## src/rtl/display_sched_if.sv

```systemverilog
`default_nettype none
// ---------------------------------------------------------------------------
// display_sched_if
// Request/acknowledge and serial display bus for display_sched.
// Revision: 1.0 - initial release
// ---------------------------------------------------------------------------
interface display_sched_if;
  logic        req_result;
  logic [15:0] bcd_result;
  logic        req_entry;
  logic [15:0] bcd_entry;
  logic        err_in;
  logic        ack_result;
  logic        ack_entry;
  logic        ser_data;
  logic        ser_clk;
  logic        ser_latch;
  logic        busy;
  logic        frame_done;

  // Requesting side: drives requests and digits, observes the display bus.
  modport master (
    output req_result, bcd_result, req_entry, bcd_entry, err_in,
    input  ack_result, ack_entry, ser_data, ser_clk, ser_latch, busy, frame_done
  );

  // Scheduler side.
  modport slave (
    input  req_result, bcd_result, req_entry, bcd_entry, err_in,
    output ack_result, ack_entry, ser_data, ser_clk, ser_latch, busy, frame_done
  );
endinterface
`default_nettype wire

```

## src/rtl/display_sched.sv

```systemverilog
`default_nettype none
// ---------------------------------------------------------------------------
// display_sched
// Arbitrates result/entry display requests and shifts a 32-bit 7-segment
// frame into an external shift register, with periodic refresh.
// Revision: 1.0 - initial release
// ---------------------------------------------------------------------------
module display_sched #(
  parameter int DIV     = 2,
  parameter int REFRESH = 1000
) (
  input  logic          clk,
  input  logic          rst,
  display_sched_if.slave disp
);

  localparam logic [2:0] S_IDLE     = 3'd0;
  localparam logic [2:0] S_LOAD     = 3'd1;
  localparam logic [2:0] S_SHIFT_LO = 3'd2;
  localparam logic [2:0] S_SHIFT_HI = 3'd3;
  localparam logic [2:0] S_LATCH    = 3'd4;
  localparam logic [2:0] S_DONE     = 3'd5;

  localparam int           RW         = $clog2(REFRESH + 1);
  localparam logic [7:0]   c_DIV_LAST = 8'(DIV - 1);
  localparam logic [RW-1:0] c_REF_MAX  = RW'(REFRESH);
  localparam logic [RW-1:0] c_REF_LAST = RW'(REFRESH - 1);

  logic [2:0]    state_q, state_d;
  logic [31:0]   frame_q, frame_d;
  logic [31:0]   last_q, last_d;
  logic          ser_data_q, ser_data_d;
  logic [4:0]    bit_q, bit_d;
  logic [7:0]    div_q, div_d;
  logic [RW-1:0] ref_q, ref_d;
  logic          sent_q, sent_d;

  logic          grant_res, grant_ent, grant_ref;
  logic [15:0]   sel_bcd;
  logic [31:0]   new_frame;

  // abcdefg,dp segment pattern; non-decimal nibbles show a dash
  function automatic logic [7:0] seg7(input logic [3:0] d);
    case (d)
      4'd0:    seg7 = 8'hFC;
      4'd1:    seg7 = 8'h60;
      4'd2:    seg7 = 8'hDA;
      4'd3:    seg7 = 8'hF2;
      4'd4:    seg7 = 8'h66;
      4'd5:    seg7 = 8'hB6;
      4'd6:    seg7 = 8'hBE;
      4'd7:    seg7 = 8'hE0;
      4'd8:    seg7 = 8'hFE;
      4'd9:    seg7 = 8'hF6;
      default: seg7 = 8'h02;
    endcase
  endfunction

  // Fixed priority in IDLE: result, then entry, then refresh of the last frame.
  // Refresh fires on the IDLE cycle whose increment brings the counter to
  // REFRESH, so exactly REFRESH idle cycles separate frame_done from LOAD.
  assign grant_res = (state_q == S_IDLE) && disp.req_result;
  assign grant_ent = (state_q == S_IDLE) && !disp.req_result && disp.req_entry;
  assign grant_ref = (state_q == S_IDLE) && !disp.req_result && !disp.req_entry &&
                     sent_q && (ref_q >= c_REF_LAST);

  assign sel_bcd   = grant_res ? disp.bcd_result : disp.bcd_entry;
  assign new_frame = disp.err_in ? 32'h0202_0202 :
                     {seg7(sel_bcd[15:12]), seg7(sel_bcd[11:8]),
                      seg7(sel_bcd[7:4]),   seg7(sel_bcd[3:0])};

  // Next-state logic for the frame sequencer
  always_comb begin
    state_d    = state_q;
    frame_d    = frame_q;
    last_d     = last_q;
    ser_data_d = ser_data_q;
    bit_d      = bit_q;
    div_d      = div_q;
    ref_d      = ref_q;
    sent_d     = sent_q;
    case (state_q)
      S_IDLE: begin
        if (ref_q < c_REF_MAX) ref_d = ref_q + 1'b1;
        if (grant_res || grant_ent || grant_ref) begin
          frame_d    = grant_ref ? last_q : new_frame;
          last_d     = frame_d;
          ser_data_d = frame_d[31];
          state_d    = S_LOAD;
        end
      end
      S_LOAD: begin
        bit_d   = 5'd0;
        div_d   = 8'd0;
        state_d = S_SHIFT_LO;
      end
      S_SHIFT_LO: begin
        if (div_q == c_DIV_LAST) begin
          div_d   = 8'd0;
          state_d = S_SHIFT_HI;
        end else begin
          div_d = div_q + 8'd1;
        end
      end
      S_SHIFT_HI: begin
        if (div_q == c_DIV_LAST) begin
          div_d = 8'd0;
          if (bit_q == 5'd31) begin
            state_d = S_LATCH;
          end else begin
            // Next bit is presented only as the clock falls
            bit_d      = bit_q + 5'd1;
            frame_d    = {frame_q[30:0], 1'b0};
            ser_data_d = frame_q[30];
            state_d    = S_SHIFT_LO;
          end
        end else begin
          div_d = div_q + 8'd1;
        end
      end
      S_LATCH: begin
        if (div_q == c_DIV_LAST) begin
          div_d   = 8'd0;
          state_d = S_DONE;
        end else begin
          div_d = div_q + 8'd1;
        end
      end
      S_DONE: begin
        ref_d   = '0;
        sent_d  = 1'b1;
        state_d = S_IDLE;
      end
      default: state_d = S_IDLE;
    endcase
  end

  // State registers; reset aborts any frame in flight without latching it
  always_ff @(posedge clk) begin
    if (rst) begin
      state_q    <= S_IDLE;
      frame_q    <= '0;
      last_q     <= '0;
      ser_data_q <= 1'b0;
      bit_q      <= '0;
      div_q      <= '0;
      ref_q      <= '0;
      sent_q     <= 1'b0;
    end else begin
      state_q    <= state_d;
      frame_q    <= frame_d;
      last_q     <= last_d;
      ser_data_q <= ser_data_d;
      bit_q      <= bit_d;
      div_q      <= div_d;
      ref_q      <= ref_d;
      sent_q     <= sent_d;
    end
  end

  // Acks are the grant itself, so they coincide with the IDLE cycle that grants
  assign disp.ack_result = grant_res && !rst;
  assign disp.ack_entry  = grant_ent && !rst;
  assign disp.ser_data   = ser_data_q;
  assign disp.ser_clk    = (state_q == S_SHIFT_HI);
  assign disp.ser_latch  = (state_q == S_LATCH);
  assign disp.busy       = (state_q != S_IDLE);
  assign disp.frame_done = (state_q == S_DONE);

endmodule
`default_nettype wire

```

## src/flat_wrapper.sv

```systemverilog
// flat-port wrapper written by rule: the top's interface ports become plain ports
module display_sched_flat 
#(
  parameter int DIV     = 2,
  parameter int REFRESH = 1000
)
  (clk, rst, disp_req_result, disp_bcd_result, disp_req_entry, disp_bcd_entry, disp_err_in, disp_ack_result, disp_ack_entry, disp_ser_data, disp_ser_clk, disp_ser_latch, disp_busy, disp_frame_done);
  display_sched_if disp_i ();
  input  logic clk;
  input  logic rst;
  input wire logic [$bits(disp_i.req_result)-1:0] disp_req_result;
  input wire logic [$bits(disp_i.bcd_result)-1:0] disp_bcd_result;
  input wire logic [$bits(disp_i.req_entry)-1:0] disp_req_entry;
  input wire logic [$bits(disp_i.bcd_entry)-1:0] disp_bcd_entry;
  input wire logic [$bits(disp_i.err_in)-1:0] disp_err_in;
  output wire logic [$bits(disp_i.ack_result)-1:0] disp_ack_result;
  output wire logic [$bits(disp_i.ack_entry)-1:0] disp_ack_entry;
  output wire logic [$bits(disp_i.ser_data)-1:0] disp_ser_data;
  output wire logic [$bits(disp_i.ser_clk)-1:0] disp_ser_clk;
  output wire logic [$bits(disp_i.ser_latch)-1:0] disp_ser_latch;
  output wire logic [$bits(disp_i.busy)-1:0] disp_busy;
  output wire logic [$bits(disp_i.frame_done)-1:0] disp_frame_done;
  assign disp_i.req_result = disp_req_result;
  assign disp_i.bcd_result = disp_bcd_result;
  assign disp_i.req_entry = disp_req_entry;
  assign disp_i.bcd_entry = disp_bcd_entry;
  assign disp_i.err_in = disp_err_in;
  assign disp_ack_result = disp_i.ack_result;
  assign disp_ack_entry = disp_i.ack_entry;
  assign disp_ser_data = disp_i.ser_data;
  assign disp_ser_clk = disp_i.ser_clk;
  assign disp_ser_latch = disp_i.ser_latch;
  assign disp_busy = disp_i.busy;
  assign disp_frame_done = disp_i.frame_done;
  display_sched #(.DIV(DIV), .REFRESH(REFRESH)) u_core (.clk(clk), .rst(rst), .disp(disp_i));
endmodule
```

## config.mk

```make
export PLATFORM = sky130hd
export DESIGN_NAME = display_sched_flat
export DESIGN_NICKNAME = d
export VERILOG_FILES = /design/src/rtl/display_sched_if.sv /design/src/rtl/display_sched.sv /design/src/flat_wrapper.sv
export SDC_FILE = /design/constraint.sdc
export NUM_CORES = 1
export LEC_CHECK = 0
export CORE_MARGIN = 3
export CORE_UTILIZATION = 25
export DETAILED_ROUTE_END_ITERATION = 8
export HOLD_SLACK_MARGIN = 0.08
export PLACE_DENSITY = 0.44
export SYNTH_ARGS = -nofsm -noshare
export SYNTH_HDL_FRONTEND = slang
export SYNTH_SLANG_ARGS = --single-unit
export TNS_END_PERCENT = 100
```

## constraint.sdc

```tcl
create_clock -name clk -period 6.23 [get_ports clk]
set_clock_uncertainty 0.05 [all_clocks]
set_input_delay 1.5575 -clock clk [delete_from_list [all_inputs] [get_ports clk]]
set_output_delay 1.5575 -clock clk [all_outputs]
set_load 0.02 [all_outputs]
```

==> results of run 1 <==
[state kept, by name (all words and copies together), names as in the netlist]
| register | cells |
|---|---|
| u_core.bit_q | 5 |
| u_core.disp.ser_data | 1 |
| u_core.div_q | 8 |
| u_core.frame_q | 31 |
| u_core.last_q | 32 |
| u_core.ref_q | 10 |
| u_core.sent_q | 1 |
| u_core.state_q | 3 |
[worst reg2reg max path: stages, from the launching register on]
cell,delay (ns)
sky130_fd_sc_hd__dfxtp_1,0.61
sky130_fd_sc_hd__nand3b_1,0.74
sky130_fd_sc_hd__or4_4,0.81
sky130_fd_sc_hd__a22oi_4,0.85
sky130_fd_sc_hd__mux2i_1,0.34
sky130_fd_sc_hd__a211oi_2,0.07
[stage by stage]
step | worst slack [ns] | instance area, um2
after floorplan | 1.96 | 5450
after global placement | 1.34 | 6150
after detailed placement | 1.29 | 6150
after CTS | 1.45 | 6470
after global routing | 1.34 | 6470
final | 1.48 | 6470
[area by class of cell]
| type | instances | share of cell area (%) |
|---|---|---|
| clock buffer | 10 | 3.54 |
| clock inverter | 6 | 1.45 |
| inverter | 21 | 1.22 |
| multi-input combinational | 506 | 52.5 |
| sequential | 91 | 28.2 |
| tap | 275 | 5.32 |
| timing repair buffer | 54 | 7.85 |
[layout by cell type (no fill, tap or decap), types with 11 or more instances in the layout]
master | synthesis | routed
sky130_fd_sc_hd__and3_1 | 13 | 13
sky130_fd_sc_hd__nand2_1 | 61 | 61
sky130_fd_sc_hd__clkdlybuf4s50_1 | 0 | 42
sky130_fd_sc_hd__a221oi_1 | 16 | 16
sky130_fd_sc_hd__nor3_1 | 14 | 14
sky130_fd_sc_hd__nand3b_1 | 12 | 12
sky130_fd_sc_hd__o21ai_1 | 13 | 11
sky130_fd_sc_hd__a21oi_1 | 50 | 50
sky130_fd_sc_hd__nor2_1 | 52 | 52
sky130_fd_sc_hd__buf_4 | 1 | 11
sky130_fd_sc_hd__mux2i_1 | 27 | 27
sky130_fd_sc_hd__nand2b_1 | 14 | 14
sky130_fd_sc_hd__inv_1 | 20 | 20
sky130_fd_sc_hd__ha_1 | 19 | 19
sky130_fd_sc_hd__o211ai_1 | 11 | 11
sky130_fd_sc_hd__o21ai_0 | 30 | 30
sky130_fd_sc_hd__nand3_1 | 25 | 25
sky130_fd_sc_hd__dfxtp_1 | 91 | 91
sky130_fd_sc_hd__a211oi_1 | 22 | 22
[power breakdown]
group	total (uW)	internal [uW]	switching [uW]
sequential	690	646	43.5
combinational	520	207	313
clock	602	356	246
total	1810	1210	603
[path summary, 6_finish.rpt]
path	start	to	slack, ns
max	disp_req_result	disp_ack_entry	1.48
min	u_core.last_q[29]	u_core.last_q[29]	0.40
max reg2reg	u_core.state_q[1]	u_core.frame_q[20]	2.62
min reg2reg	u_core.last_q[29]	u_core.last_q[29]	0.40
[kinds of logic (layout without fill, tap and decap cells)]
group	Yosys count	after routing	synth area share [%]
flops	91	91	33.4
simple gates	242	242	23.7
buf+inv	60	91	4.64
compound gates	201	201	25.4
xor+xnor	8	8	1.29
mux	35	35	7.02
fa+ha+maj	20	20	4.54
[per-layer routing]
| layer | track usage [%] | vias up | wire, um |
|---|---|---|---|
| met2 | 23.6 | 65 | 8000 |
| met1 | 16.7 | 2424 | 7220 |
| li1 | - | 2501 | - |
| met4 | 3.74 | 0 | 191 |
| met5 | 0 | - | 0 |
| met3 | 2.50 | 17 | 555 |
==> run metrics, run 1 <==
status completed; Die Area about 0.024 mm2; quantity of I/O buffers inserted on ports 43; post-CTS resize count 0; Max IR drop VDD roughly 0.00015 V; via total after detailed routing ~5000; gp weighted congestion 0.756; maximum clock insertion buffer count 2; largest net degree at the start of global routing 71; final net count 739; number of DRC violations after detailed routing 0; peak fanout along the critical path 7; buffers plus inverters on the worst setup path 2; total of flip-flops plus latches after synthesis a little over 90; synthesized area per cell approximately 8.3 um2; ordered list of cells on the worst path clkdlybuf4s50_1, nor4b_1, clkdlybuf4s50_1; post-synthesis cell count roughly 660; Hold WC Path Type flop to flop; dominant cell type by area after synthesis sky130_fd_sc_hd__dfxtp_1; TritonCTS buffer count 9; starting density of the core about a quarter; count of cell instances traversed by the critical path 3; fraction of registers with async set/reset 0%; final critical path time including I/O delays and setup approximately 4.7 ns; Hold Fails Final Rpt 0; main flop type after synthesis sky130_fd_sc_hd__dfxtp_1; Area contributors post-synth sky130_fd_sc_hd__dfxtp_1, sky130_fd_sc_hd__mux2i_1, sky130_fd_sc_hd__a21oi_1; number of nets still failing antenna checks after routing 0; required time of the critical path 4.62 ns; Largest stage delay, worst path 0.66 ns; Clock Pin Slew Worst Setup and Hold Paths ~0.070 ns; Clock Tree Root sky130_fd_sc_hd__clkbuf_16; layout cells sized above 1 roughly 8.7%; chip width ~150 um; global-route total usage across every layer approximately 13%; Syn. warnings 0; portion of the clock cycle consumed by the worst path in the final layout 76.2%; number of setup violations in the final report 0; count of hold-fix buffers inserted at cts 0; sequential cell area fraction in the yosys report 33.4%; number of antenna violations at the first check in global routing 0; normalized max-slew margin 24.1%; aggregate negative setup slack 0 ns; kind of cell adding the most delay to the critical path buffers and inverters; placed wire-length estimate after detailed placement around 11 mm; slew at the pin closest to its max-slew limit about 1.1 ns; signal arrival time at the worst endpoint between 3 and 4 ns; area added between synthesis and finish 18.7%; cell with the largest stage delay on the worst path sky130_fd_sc_hd__clkdlybuf4s50_1; Hold WS 0.401 ns; Site Rows 53; Critical Path Sink Type primary output; power density cells ~280 mW/mm2; Placeable Area approximately 0.021 mm2; post-CTS setup buffer count 0; Max Slew Vio Count 0; leakage roughly 0.0024 uW; Max Cap Viol 0; number of nets produced by synthesis ~710; highest achievable clock rate around 210 MHz; Ports 44; setup repair after global routing missed its margin no; wire length of the first global-routing pass ~26 mm; worst-skew pair later-pin latency 0.34 ns; share of the core filled with cells between 30% and 40%; R2R cell count 5; clock tree from TritonCTS built; non-filler cells in the finished layout 963; antenna cells 0; number of detailed-route iterations in the first pass 4; fill count about 2200; H-tree lvl count 3; wirelength, routed 16.0 mm; total design power between 1500 and 2000 uW; First DRT Iteration DRCs about 320; netlist area before placement approximately 0.0055 mm2; most common cell type on the critical path sky130_fd_sc_hd__clkdlybuf4s50_1; residual overflow from global routing 0; number of sinks driven by the clock tree 91; number of global-route vias before repair slightly above 5000; combined area of the multi-input logic cells ~0.0034 mm2; Hold Path Cell Cnt 2; cell count after placement about 950; type of the worst setup path primary input to primary output; number of distinct library cells after synthesis 71; startpoint types primary input; area taken by flip-flops and latches 0.00182 mm2; top post-synthesis cells by count sky130_fd_sc_hd__dfxtp_1, sky130_fd_sc_hd__nand2_1, sky130_fd_sc_hd__nor2_1; height of the die 154 um; routed vias/inst ~5.2; fraction of post-synthesis cell area in the top cell type by area between 30% and 40%; count of flip-flops with a built-in enable after synthesis 0; count leader, synth sky130_fd_sc_hd__dfxtp_1; wire per inst ~17 um
(Power assumes the default switching activity.)
==> run 2, diff against run 1 <==
--- a/config.mk
+++ b/config.mk
@@ -9,7 +9,7 @@
 export CORE_UTILIZATION = 25
 export DETAILED_ROUTE_END_ITERATION = 8
 export HOLD_SLACK_MARGIN = 0.08
-export PLACE_DENSITY = 0.44
+export PLACE_DENSITY = 0.45
 export SYNTH_ARGS = -nofsm -noshare
 export SYNTH_HDL_FRONTEND = slang
 export SYNTH_SLANG_ARGS = --single-unit
==> constraint.sdc (replaced) <==
create_clock -name clk -period 4.29 [get_ports clk]
set_clock_uncertainty 0.05 [all_clocks]
set_input_delay 1.0725 -clock clk [delete_from_list [all_inputs] [get_ports clk]]
set_output_delay 1.0725 -clock clk [all_outputs]
set_load 0.02 [all_outputs]
==> run 2 against run 1 <==
Core utilization increased by 0.15 points. Critical endpoint unchanged. Count of clock-buffer cells in the layout grew 1. Register-to-register slack got worse by 1.5 ns. Non-clock buffer count rose by 7. Critical path depth increased by 1. Flip-flop and latch count is the same. Combinational power up 49%. Worst setup slack got worse by 0.95 ns. Largest cell class unchanged.
==> run metrics, run 2 (same netlist as run 1, synthesis figures left out) <==
signal arrival time at the worst endpoint 2.64 ns (-0.50 ns); final critical path time including I/O delays and setup ~3.8 ns; residual overflow from global routing 0 (unchanged); register with the highest flop count u_core.last_q; flip-flop count of the largest register after layout 32 (unchanged); highest achievable clock rate between 200 and 300 MHz; final net count 746 (+0.95%); normalized max-slew margin 25.2% (+1.1 points); Site Rows 53 (unchanged); Max IR drop VDD 0.000182 V (+22%); Max Slew Vio Count 0 (unchanged); number of antenna violations at the first check in global routing 0 (unchanged); number of detailed-route iterations in the first pass 4 (unchanged); number of setup violations in the final report 0 (unchanged); Clock Tree Root sky130_fd_sc_hd__clkbuf_16; placed wire-length estimate after detailed placement 11.7 mm (+3.3%); height of the die 154 um (unchanged); end point of the critical path disp_ack_entry; startpoint types primary input; leakage 0.00240 uW (+0.96%); Post-Place Worst Slack 0.374 ns (-0.921 ns); Crit Reg-Reg Endpoint u_core.frame_q[22]; chip width 154 um (unchanged); quantity of I/O buffers inserted on ports 43 (unchanged); setup ws final 0.528 ns (-0.954 ns); starting density of the core 25.7% (unchanged); area added between synthesis and finish 19.3%; type of the worst setup path primary input to primary output; global-route total usage across every layer 14.0% (+0.61 points); Max Cap Viol 0 (unchanged); Critical Path Sink Type primary output; layout cells sized above 1 9.37% (+0.65 points); number of DRC violations after detailed routing 0 (unchanged); aggregate negative setup slack 0 ns (unchanged); Hold WC Path Type flop to flop; Placeable Area 0.0212 mm2 (unchanged); total design power 2590 uW (+43%); routed vias/inst 5.25 (+0.93%); R2R cell count 8 (+3); R2R Path Start u_core.state_q[2]; Hold Path Cell Cnt 2 (unchanged); clock tree from TritonCTS built; TritonCTS buffer count 9 (unchanged); via total after detailed routing 5085 (+1.6%); H-tree lvl count 3 (unchanged); commonest non-fill, non-tap cell in the layout sky130_fd_sc_hd__dfxtp_1; worst-skew pair later-pin latency 0.35 ns (about the same); wire length of the first global-routing pass 27.2 mm (+4.0%); number of nets still failing antenna checks after routing 0 (unchanged); portion of the clock cycle consumed by the worst path in the final layout between 80% and 90%; status completed; Die Area 0.0236 mm2 (unchanged); gp weighted congestion 0.796 (+5.4%); Ports 44 (unchanged); maximum clock insertion buffer count 2 (unchanged); First DRT Iteration DRCs 256 (-20%); number of sinks driven by the clock tree 91 (unchanged); power density cells 398 mW/mm2 (+42%); Hold Fails Final Rpt 0 (unchanged); post-CTS setup buffer count 0 (unchanged); largest net degree at the start of global routing 49 (-31%); peak fanout along the critical path 6 (-1); Clock Pin Slew Worst Setup and Hold Paths 0.06 ns (about the same); slew at the pin closest to its max-slew limit 1.12 ns (-0.0207 ns); setup repair after global routing missed its margin no; launch point of the critical path disp_req_result; largest registers u_core.last_q x32, u_core.frame_q x31, u_core.ref_q x10; most frequent cells in the layout sky130_fd_sc_hd__dfxtp_1, sky130_fd_sc_hd__nand2_1, sky130_fd_sc_hd__nor2_1, sky130_fd_sc_hd__a21oi_1, sky130_fd_sc_hd__clkdlybuf4s50_1; required time of the critical path 3.17 ns (-1.45 ns); R2R setup slack 1.14 ns (-1.48 ns); post-CTS resize count 0 (unchanged); wirelength, routed 16.5 mm (+3.0%); antenna cells 0 (unchanged); wire per inst 17.0 um (+2.3%); number of global-route vias before repair 5393 (+6.2%); count of hold-fix buffers inserted at cts 0 (unchanged)
==> run 2: area by class of cell <==
cell class                      count  area (um2)
Multi-Input combinational cell    506        3390
Fill cell                        2284       14700
Tap cell                          275         344
Sequential cell                    91        1820
Clock buffer                       11         243
Clock inverter                      4        51.3
Inverter                           21        78.8
Timing Repair Buffer               61         573
==> run 2: worst min-delay path by stage <==
stage                      start                 to  slack (ns)
6_report        u_core.last_q[1]   u_core.last_q[1]        0.40
5_1_grt        u_core.last_q[29]  u_core.last_q[29]        0.43
4_1_cts        u_core.last_q[31]  u_core.last_q[31]        0.40
3_5_place_dp    u_core.last_q[0]   u_core.last_q[0]        0.39
3_3_place_gp    u_core.last_q[3]   u_core.last_q[3]        0.39
2_1_floorplan  u_core.last_q[18]  u_core.last_q[18]        0.38
==> run 2: worst max-delay path, cell delays in order <==
cell and delay [ns]:
sky130_fd_sc_hd__clkdlybuf4s50_1 0.43, sky130_fd_sc_hd__buf_4 0.18, sky130_fd_sc_hd__nor4b_1 0.30, sky130_fd_sc_hd__clkdlybuf4s50_1 0.65
==> run 2: metrics by stage <==
stage	hold WS [ns]	util (%)	instance area, um2	std cells
global route	0.430	30.6	6500	969
CTS	0.405	30.6	6500	969
finish	0.404	30.6	6500	969
detailed placement	0.395	29.3	6210	954
floorplan	0.375	-	5450	657
global placement	0.387	29.3	6210	954
==> run 2: power breakdown <==
part / internal [uW] / switching [uW] / total (uW)
sequential: 939 / 66.3 / 1000
combinational: 313 / 464 / 777
clock: 465 / 342 / 806
total: 1720 / 872 / 2590
==> run 2: layer usage <==
| layer | track usage (%) | wire length (um) |
|---|---|---|
| met2 | 24.4 | 8260 |
| met3 | 2.45 | 517 |
| met4 | 5.72 | 375 |
| met1 | 17.1 | 7300 |
| met5 | 0 | 0 |
